==> src/rtl/memory_controller_pkg.sv <==
// Shared types and constants for the memory-controller address path.
package memory_controller_pkg;

    // Field widths, MSB to LSB order within the mapped address.
    localparam int CHWIDTH  = 1;
    localparam int RKWIDTH  = 2;
    localparam int BGWIDTH  = 2;
    localparam int BKWIDTH  = 2;
    localparam int ROWWIDTH = 15;
    localparam int COLWIDTH = 10;

    localparam int MEMADDR_BITS = CHWIDTH + RKWIDTH + BGWIDTH + BKWIDTH + ROWWIDTH + COLWIDTH;
    localparam int IDXWIDTH     = CHWIDTH + RKWIDTH;

    // Address mapping modes.
    localparam int MAP_FIXED    = 0;
    localparam int MAP_XOR_BANK = 1;

    // Member order matches the slicing order, so a plain cast performs the fixed mapping.
    typedef struct packed {
        logic [CHWIDTH-1:0]  channel;
        logic [RKWIDTH-1:0]  rank;
        logic [BGWIDTH-1:0]  bankgroup;
        logic [BKWIDTH-1:0]  bank;
        logic [ROWWIDTH-1:0] row;
        logic [COLWIDTH-1:0] col;
    } MemoryAddress;

endpackage

==> src/rtl/address_decoder.sv <==
// Combinational address split into channel/rank/bankgroup/bank/row/col, with
// optional XOR bank hashing. Channel and rank never change, so the FSM index is
// the same in both mapping modes.
module address_decoder
    import memory_controller_pkg::*;
#(
    parameter int AXI_ADDRWIDTH = 32,
    parameter int MEM_ADDRWIDTH = MEMADDR_BITS,
    parameter int MAP_MODE      = MAP_FIXED
) (
    input  logic [AXI_ADDRWIDTH-1:0] addr_i,
    output MemoryAddress             mem_addr_o,
    output logic [IDXWIDTH-1:0]      index_o
);

    // Slice the low address bits and optionally fold the low row bits into bank/bankgroup.
    always_comb begin
        // NOTE: every always_comb output gets a full default first so no latch can be inferred.
        mem_addr_o = MemoryAddress'(addr_i[MEM_ADDRWIDTH-1:0]);
        if (MAP_MODE == MAP_XOR_BANK) begin
            mem_addr_o.bank      = mem_addr_o.bank ^ mem_addr_o.row[BKWIDTH-1:0];
            mem_addr_o.bankgroup = mem_addr_o.bankgroup ^ mem_addr_o.row[BKWIDTH +: BGWIDTH];
        end
    end

    assign index_o = {mem_addr_o.channel, mem_addr_o.rank};

endmodule

==> src/rtl/address_translation_stage.sv <==
// Read/write address arbiter with write-starvation bound, decode, and a
// one-entry output register held until the target execution FSM accepts it.
module address_translation_stage
    import memory_controller_pkg::*;
#(
    parameter int AXI_ADDRWIDTH              = 32,
    parameter int MEM_ADDRWIDTH              = MEMADDR_BITS,
    parameter int NUM_RANKEXECUTION_UNIT     = 2 ** (CHWIDTH + RKWIDTH),
    parameter int NUM_RANKEXECUTION_UNIT_BIT = $clog2(NUM_RANKEXECUTION_UNIT),
    parameter int MAP_MODE                   = MAP_FIXED,
    parameter int WR_STARVE_LIMIT            = 8
) (
    input  logic                                  clk,
    input  logic                                  rst,
    input  logic [AXI_ADDRWIDTH-1:0]              readAddr,
    input  logic                                  readValid,
    output logic                                  readReady,
    input  logic [AXI_ADDRWIDTH-1:0]              writeAddr,
    input  logic                                  writeValid,
    output logic                                  writeReady,
    input  logic [NUM_RANKEXECUTION_UNIT-1:0]     fsmReady,
    output logic                                  outValid,
    output logic                                  outIsWrite,
    output logic [NUM_RANKEXECUTION_UNIT_BIT-1:0] targetFSMIndex,
    output logic [NUM_RANKEXECUTION_UNIT-1:0]     targetFSMVector,
    output MemoryAddress                          requestMemAddr
);

    localparam int STARVE_W = $clog2(WR_STARVE_LIMIT + 1);
    localparam logic [STARVE_W-1:0] STARVE_MAX = STARVE_W'(WR_STARVE_LIMIT);

    MemoryAddress                          rd_mem, wr_mem;
    logic [NUM_RANKEXECUTION_UNIT_BIT-1:0] rd_idx, wr_idx;

    logic                                  out_valid_q, out_valid_d;
    logic                                  out_is_write_q, out_is_write_d;
    logic [NUM_RANKEXECUTION_UNIT_BIT-1:0] out_idx_q, out_idx_d;
    MemoryAddress                          out_addr_q, out_addr_d;
    logic [STARVE_W-1:0]                   starve_q, starve_d;

    logic out_accept, can_load, read_grant, write_grant;

    address_decoder #(
        .AXI_ADDRWIDTH(AXI_ADDRWIDTH),
        .MEM_ADDRWIDTH(MEM_ADDRWIDTH),
        .MAP_MODE     (MAP_MODE)
    ) u_rd_decoder (
        .addr_i    (readAddr),
        .mem_addr_o(rd_mem),
        .index_o   (rd_idx)
    );

    address_decoder #(
        .AXI_ADDRWIDTH(AXI_ADDRWIDTH),
        .MEM_ADDRWIDTH(MEM_ADDRWIDTH),
        .MAP_MODE     (MAP_MODE)
    ) u_wr_decoder (
        .addr_i    (writeAddr),
        .mem_addr_o(wr_mem),
        .index_o   (wr_idx)
    );

    assign out_accept = out_valid_q & fsmReady[out_idx_q];
    assign can_load   = ~out_valid_q | out_accept;

    // Arbitration: reads first unless a write has waited through the full starvation budget.
    always_comb begin
        write_grant = 1'b0;
        read_grant  = 1'b0;
        if (can_load && !rst) begin
            if (writeValid && (!readValid || starve_q == STARVE_MAX)) begin
                write_grant = 1'b1;
            end else if (readValid) begin
                read_grant = 1'b1;
            end
        end
    end

    assign readReady  = read_grant;
    assign writeReady = write_grant;

    // Count consecutive read grants that bypass a waiting write, saturating at the limit.
    always_comb begin
        starve_d = starve_q;
        if (!writeValid || write_grant) begin
            starve_d = '0;
        end else if (read_grant && starve_q != STARVE_MAX) begin
            starve_d = starve_q + 1'b1;
        end
    end

    // Output register: load on a grant, otherwise drain on accept, otherwise hold.
    always_comb begin
        out_valid_d    = out_valid_q;
        out_is_write_d = out_is_write_q;
        out_idx_d      = out_idx_q;
        out_addr_d     = out_addr_q;
        if (write_grant) begin
            out_valid_d    = 1'b1;
            out_is_write_d = 1'b1;
            out_idx_d      = wr_idx;
            out_addr_d     = wr_mem;
        end else if (read_grant) begin
            out_valid_d    = 1'b1;
            out_is_write_d = 1'b0;
            out_idx_d      = rd_idx;
            out_addr_d     = rd_mem;
        end else if (out_accept) begin
            out_valid_d = 1'b0;
        end
    end

    // State registers; reset clears the held request immediately.
    always_ff @(posedge clk or posedge rst) begin
        if (rst) begin
            // NOTE: the payload registers are reset too, because the held address and index are visible outputs that must read 0 in reset.
            out_valid_q    <= 1'b0;
            out_is_write_q <= 1'b0;
            out_idx_q      <= '0;
            out_addr_q     <= '0;
            starve_q       <= '0;
        end else begin
            // NOTE: non-blocking assignments so every register samples the pre-edge values.
            out_valid_q    <= out_valid_d;
            out_is_write_q <= out_is_write_d;
            out_idx_q      <= out_idx_d;
            out_addr_q     <= out_addr_d;
            starve_q       <= starve_d;
        end
    end

    // One-hot target select, silent when nothing is held.
    always_comb begin
        targetFSMVector = '0;
        if (out_valid_q) begin
            targetFSMVector[out_idx_q] = 1'b1;
        end
    end

    assign outValid       = out_valid_q;
    assign outIsWrite     = out_is_write_q;
    assign targetFSMIndex = out_idx_q;
    assign requestMemAddr = out_addr_q;

endmodule

==> config.mk <==
export PLATFORM = sky130hd
export DESIGN_NAME = address_translation_stage
export DESIGN_NICKNAME = d
export VERILOG_FILES = /design/src/rtl/memory_controller_pkg.sv /design/src/rtl/address_decoder.sv /design/src/rtl/address_translation_stage.sv
export SDC_FILE = /design/constraint.sdc
export NUM_CORES = 1
export LEC_CHECK = 0
export CORE_ASPECT_RATIO = 1.2
export CORE_UTILIZATION = 35
export CTS_CLUSTER_SIZE = 10
export DETAILED_ROUTE_END_ITERATION = 8
export PLACE_DENSITY = 0.83
export SYNTH_ARGS = -nofsm -noshare
export SYNTH_HDL_FRONTEND = slang
export SYNTH_SLANG_ARGS = --single-unit
==> constraint.sdc <==
create_clock -name clk -period 1.86 [get_ports clk]
set_input_delay 0.279 -clock clk [delete_from_list [all_inputs] [get_ports clk]]
set_output_delay 0.279 -clock clk [all_outputs]
set_load 0.01 [all_outputs]
==> impl_metrics.env <==
export IMPL_swShare_pct=35.6
export IMPL_status="finished, violations left"
export IMPL_drv_cap=0
export IMPL_synth_area_per_cell_sq_um=8.89
export IMPL_cts_root_buf="clkbuf_8"
export IMPL_ys_top_cells_by_count="inv_1, dfrtp_1, a222oi_1"
export IMPL_r2r_slack_ns=-0.22
export IMPL_antenna_found_initial=0
export IMPL_crit_fanout=4
export IMPL_routed_wl_um=6850
export IMPL_rr_startpoint="targetFSMIndex[0]$_DFFE_PP0P_"
export IMPL_final_hold_violation_count=0
export IMPL_tightest_slew_ns=0.467
export IMPL_grt_start_max_net_pins=33
export IMPL_dr_total_vias=2249
export IMPL_nets=467
export IMPL_synth_distinct_cells=34
export IMPL_dieArea_sq_um=6440
export IMPL_cp_arrival_ns=1.83
export IMPL_post_place_ws_ns=-0.575
export IMPL_cts_hold_buffers_added=0
export IMPL_clkTransAtPathRegs_ns=0.08
export IMPL_critPathLaunchType="flop"
export IMPL_worstSetupPathType="reg2out"
export IMPL_clock_sinks=38
export IMPL_reg2reg_depth=6
export IMPL_clkPwrFrac_pct=11.2
export IMPL_floorplan_initialDensity_pct=37.1
export IMPL_htreeDepth=2
export IMPL_num_antenna_cells=0
export IMPL_peakVddDrop_mv=0.612
export IMPL_drtAntennaViolNets=0
export IMPL_clk_path_buf_depth=2
export IMPL_synth_top_area_share_pct=44.4
export IMPL_place_inst=451
export IMPL_die_w_um=73.4
export IMPL_synth_cells=241
export IMPL_first_pass_iters=8
export IMPL_hold_ws_ns=0.521
export IMPL_drive_gt1_share_pct=13.6
export IMPL_ys_seq_elements=38
export IMPL_grt_pass1_wl_um=10800
export IMPL_p_int_mw=3.10
export IMPL_whs_path_depth=1
export IMPL_yosys_cell_count_top_type="inv_1"
export IMPL_total_power_mw=4.82
export IMPL_min_to="outIsWrite$_DFFE_PP0P_"
export IMPL_cp_required_ns=1.58
export IMPL_drcViolationCount=0
export IMPL_finalWorstSetupSlack_ns=-0.244
export IMPL_track_usage_pct=21.8
export IMPL_core_sq_um=5780
export IMPL_finalSetupViolations=35
export IMPL_synth_ff_type="dfrtp_1"
export IMPL_combPwrFrac_pct=59.7
export IMPL_synth_seq_area_share_pct=44.4
export IMPL_globalplace_congestion=0.823
export IMPL_syn_num_nets=319
export IMPL_min_from="outIsWrite$_DFFE_PP0P_"
export IMPL_ys_warn_count=0
export IMPL_skew_ns=0.00992
export IMPL_chipHeight_um=87.7
export IMPL_hp_class="reg2reg"
export IMPL_violations="negative setup slack"
export IMPL_relSlewSlack_pct=68.5
export IMPL_wl_per_cell_um=14.6
export IMPL_top_level_ports=123
export IMPL_post_drt_via_cell_ratio=4.79
export IMPL_io_buffers=122
export IMPL_rr_endpoint="requestMemAddr[28]$_DFFE_PP0P_"
export IMPL_p_leak_nw=2.02
export IMPL_end_kind="output port"
export IMPL_grt_overflow=0
export IMPL_seqPwrFrac_pct=29.1
export IMPL_fp_row_count=30
export IMPL_drv_slew=0
export IMPL_cts_tree="yes"
export IMPL_rsz0062_at_grt="yes"
export IMPL_async_flop_share_pct=100
export IMPL_fin_cells=470
export IMPL_syn_area_sq_um=2140
export IMPL_fmax_mhz=475
export IMPL_finalCritPeriodShare_pct=113
export IMPL_fillCellCount=495
export IMPL_power_switching_mw=1.72
export IMPL_synth_area_leaders="dfrtp_1, inv_1, a222oi_1, buf_6, mux2i_1"
export IMPL_yosys_area_top_type="dfrtp_1"
export IMPL_p_per_area_nw_per_um2=1240
export IMPL_cts_buffers=5
export IMPL_min_period_ns=2.10
export IMPL_clk_latency_ns=0.28
export IMPL_dpl_hpwl_um=4990
export IMPL_grt_pass1_vias=2309
export IMPL_synth_edf_count=0
export IMPL_area_delta_synth_final_pct=80.6
export IMPL_drt_iter0_drc=195
-- what timing repair did --
action | 4_1_cts | 5_1_grt
pin swaps | 6 | 3
setup endpoints to repair | 44 | 38
resized for setup | 30 | 8
gates cloned | 5 | 0
setup buffers | 6 | 0
-- registers in the layout (all words and copies together), names as in the netlist --
signal,flops
outIsWrite,1
outValid,1
requestMemAddr,29
starve_q,4
targetFSMIndex,3
-- worst max-delay path, stage by stage (launching register included) --
cell and delay (ns):
dfrtp_2 0.45, mux4_2 0.40, nand2_4 0.08, a2111oi_4 0.40, buf_2 0.21
-- how the worst max path moves through the flow --
| stage | startpoint | to | slack (ns) | cells past startpoint |
|---|---|---|---|---|
| detailed placement | fsmReady[1] | writeReady | -0.57 | 5 |
| CTS | targetFSMIndex[0]$_DFFE_PP0P_ | writeReady | -0.25 | 4 |
| floorplan | targetFSMIndex[1]$_DFFE_PP0P_ | writeReady | -0.14 | 4 |
| global placement | fsmReady[0] | writeReady | -0.56 | 5 |
| global route | targetFSMIndex[0]$_DFFE_PP0P_ | writeReady | -0.29 | 4 |
| finish | targetFSMIndex[0]$_DFFE_PP0P_ | writeReady | -0.24 | 4 |
-- cells by family after synthesis --
family / synth area share (%)
compound gates: 21.4
fa+ha+maj: 1.17
buf+inv: 22.3
flops: 44.4
mux: 2.92
simple gates: 7.82
-- layout by cell type, fill, tap and decap left out, types with 2 or more instances in the layout --
cell	instances
a222oi_1	31
buf_8	2
nor3_1	2
ha_1	2
dfrtp_2	2
nand3b_1	2
inv_1	98
buf_6	6
dlygate4sd2_1	6
nor2_1	8
dfrtp_1	36
nand2b_1	3
clkdlybuf4s50_1	112
buf_4	23
buf_16	2
clkbuf_1	3
nand2_1	8
mux2i_1	4
a221oi_1	2
bufbuf_16	2
nand3_1	4
a21oi_1	3
clkbuf_8	5
-- area by class of cell --
type | instances | area, sq um | area share (%)
timing repair buffer | 157 | 1610 | 41.6
inverter | 99 | 375 | 9.70
sequential | 38 | 953 | 24.6
clock buffer | 8 | 80.1 | 2.07
tap | 80 | 100 | 2.59
multi-input combinational | 88 | 751 | 19.4
-- power by group through the flow --
stage          sequential, mW  combinational, mW  clock [mW]
2_1_floorplan            1.58               1.07           0
3_3_place_gp             1.40               2.54           0
3_5_place_dp             1.41               2.61           0
4_1_cts                  1.40               2.85       0.559
5_1_grt                  1.45               3.09       0.585
6_report                 1.40               2.88       0.537
-- per-stage QoR --
step | util, % | cell area (sq um) | TNS (ns)
after floorplan | - | 2180 | -2.34
after global placement | 61.6 | 3560 | -14.21
after detailed placement | 61.6 | 3560 | -15.45
after CTS | 66.5 | 3840 | -6.00
after global routing | 67.0 | 3870 | -7.86
final | 67.0 | 3870 | -5.90
-- metal layers --
metal | wire [um] | global-route usage (%) | vias up
met3 | 456 | 3.91 | 5
met5 | 0 | 0 | -
met2 | 3780 | 42.3 | 88
met1 | 2570 | 23.9 | 1066
met4 | 46 | 6.47 | 0
li1 | - | - | 1090
Note: power is estimated with default switching activity, not from simulation.
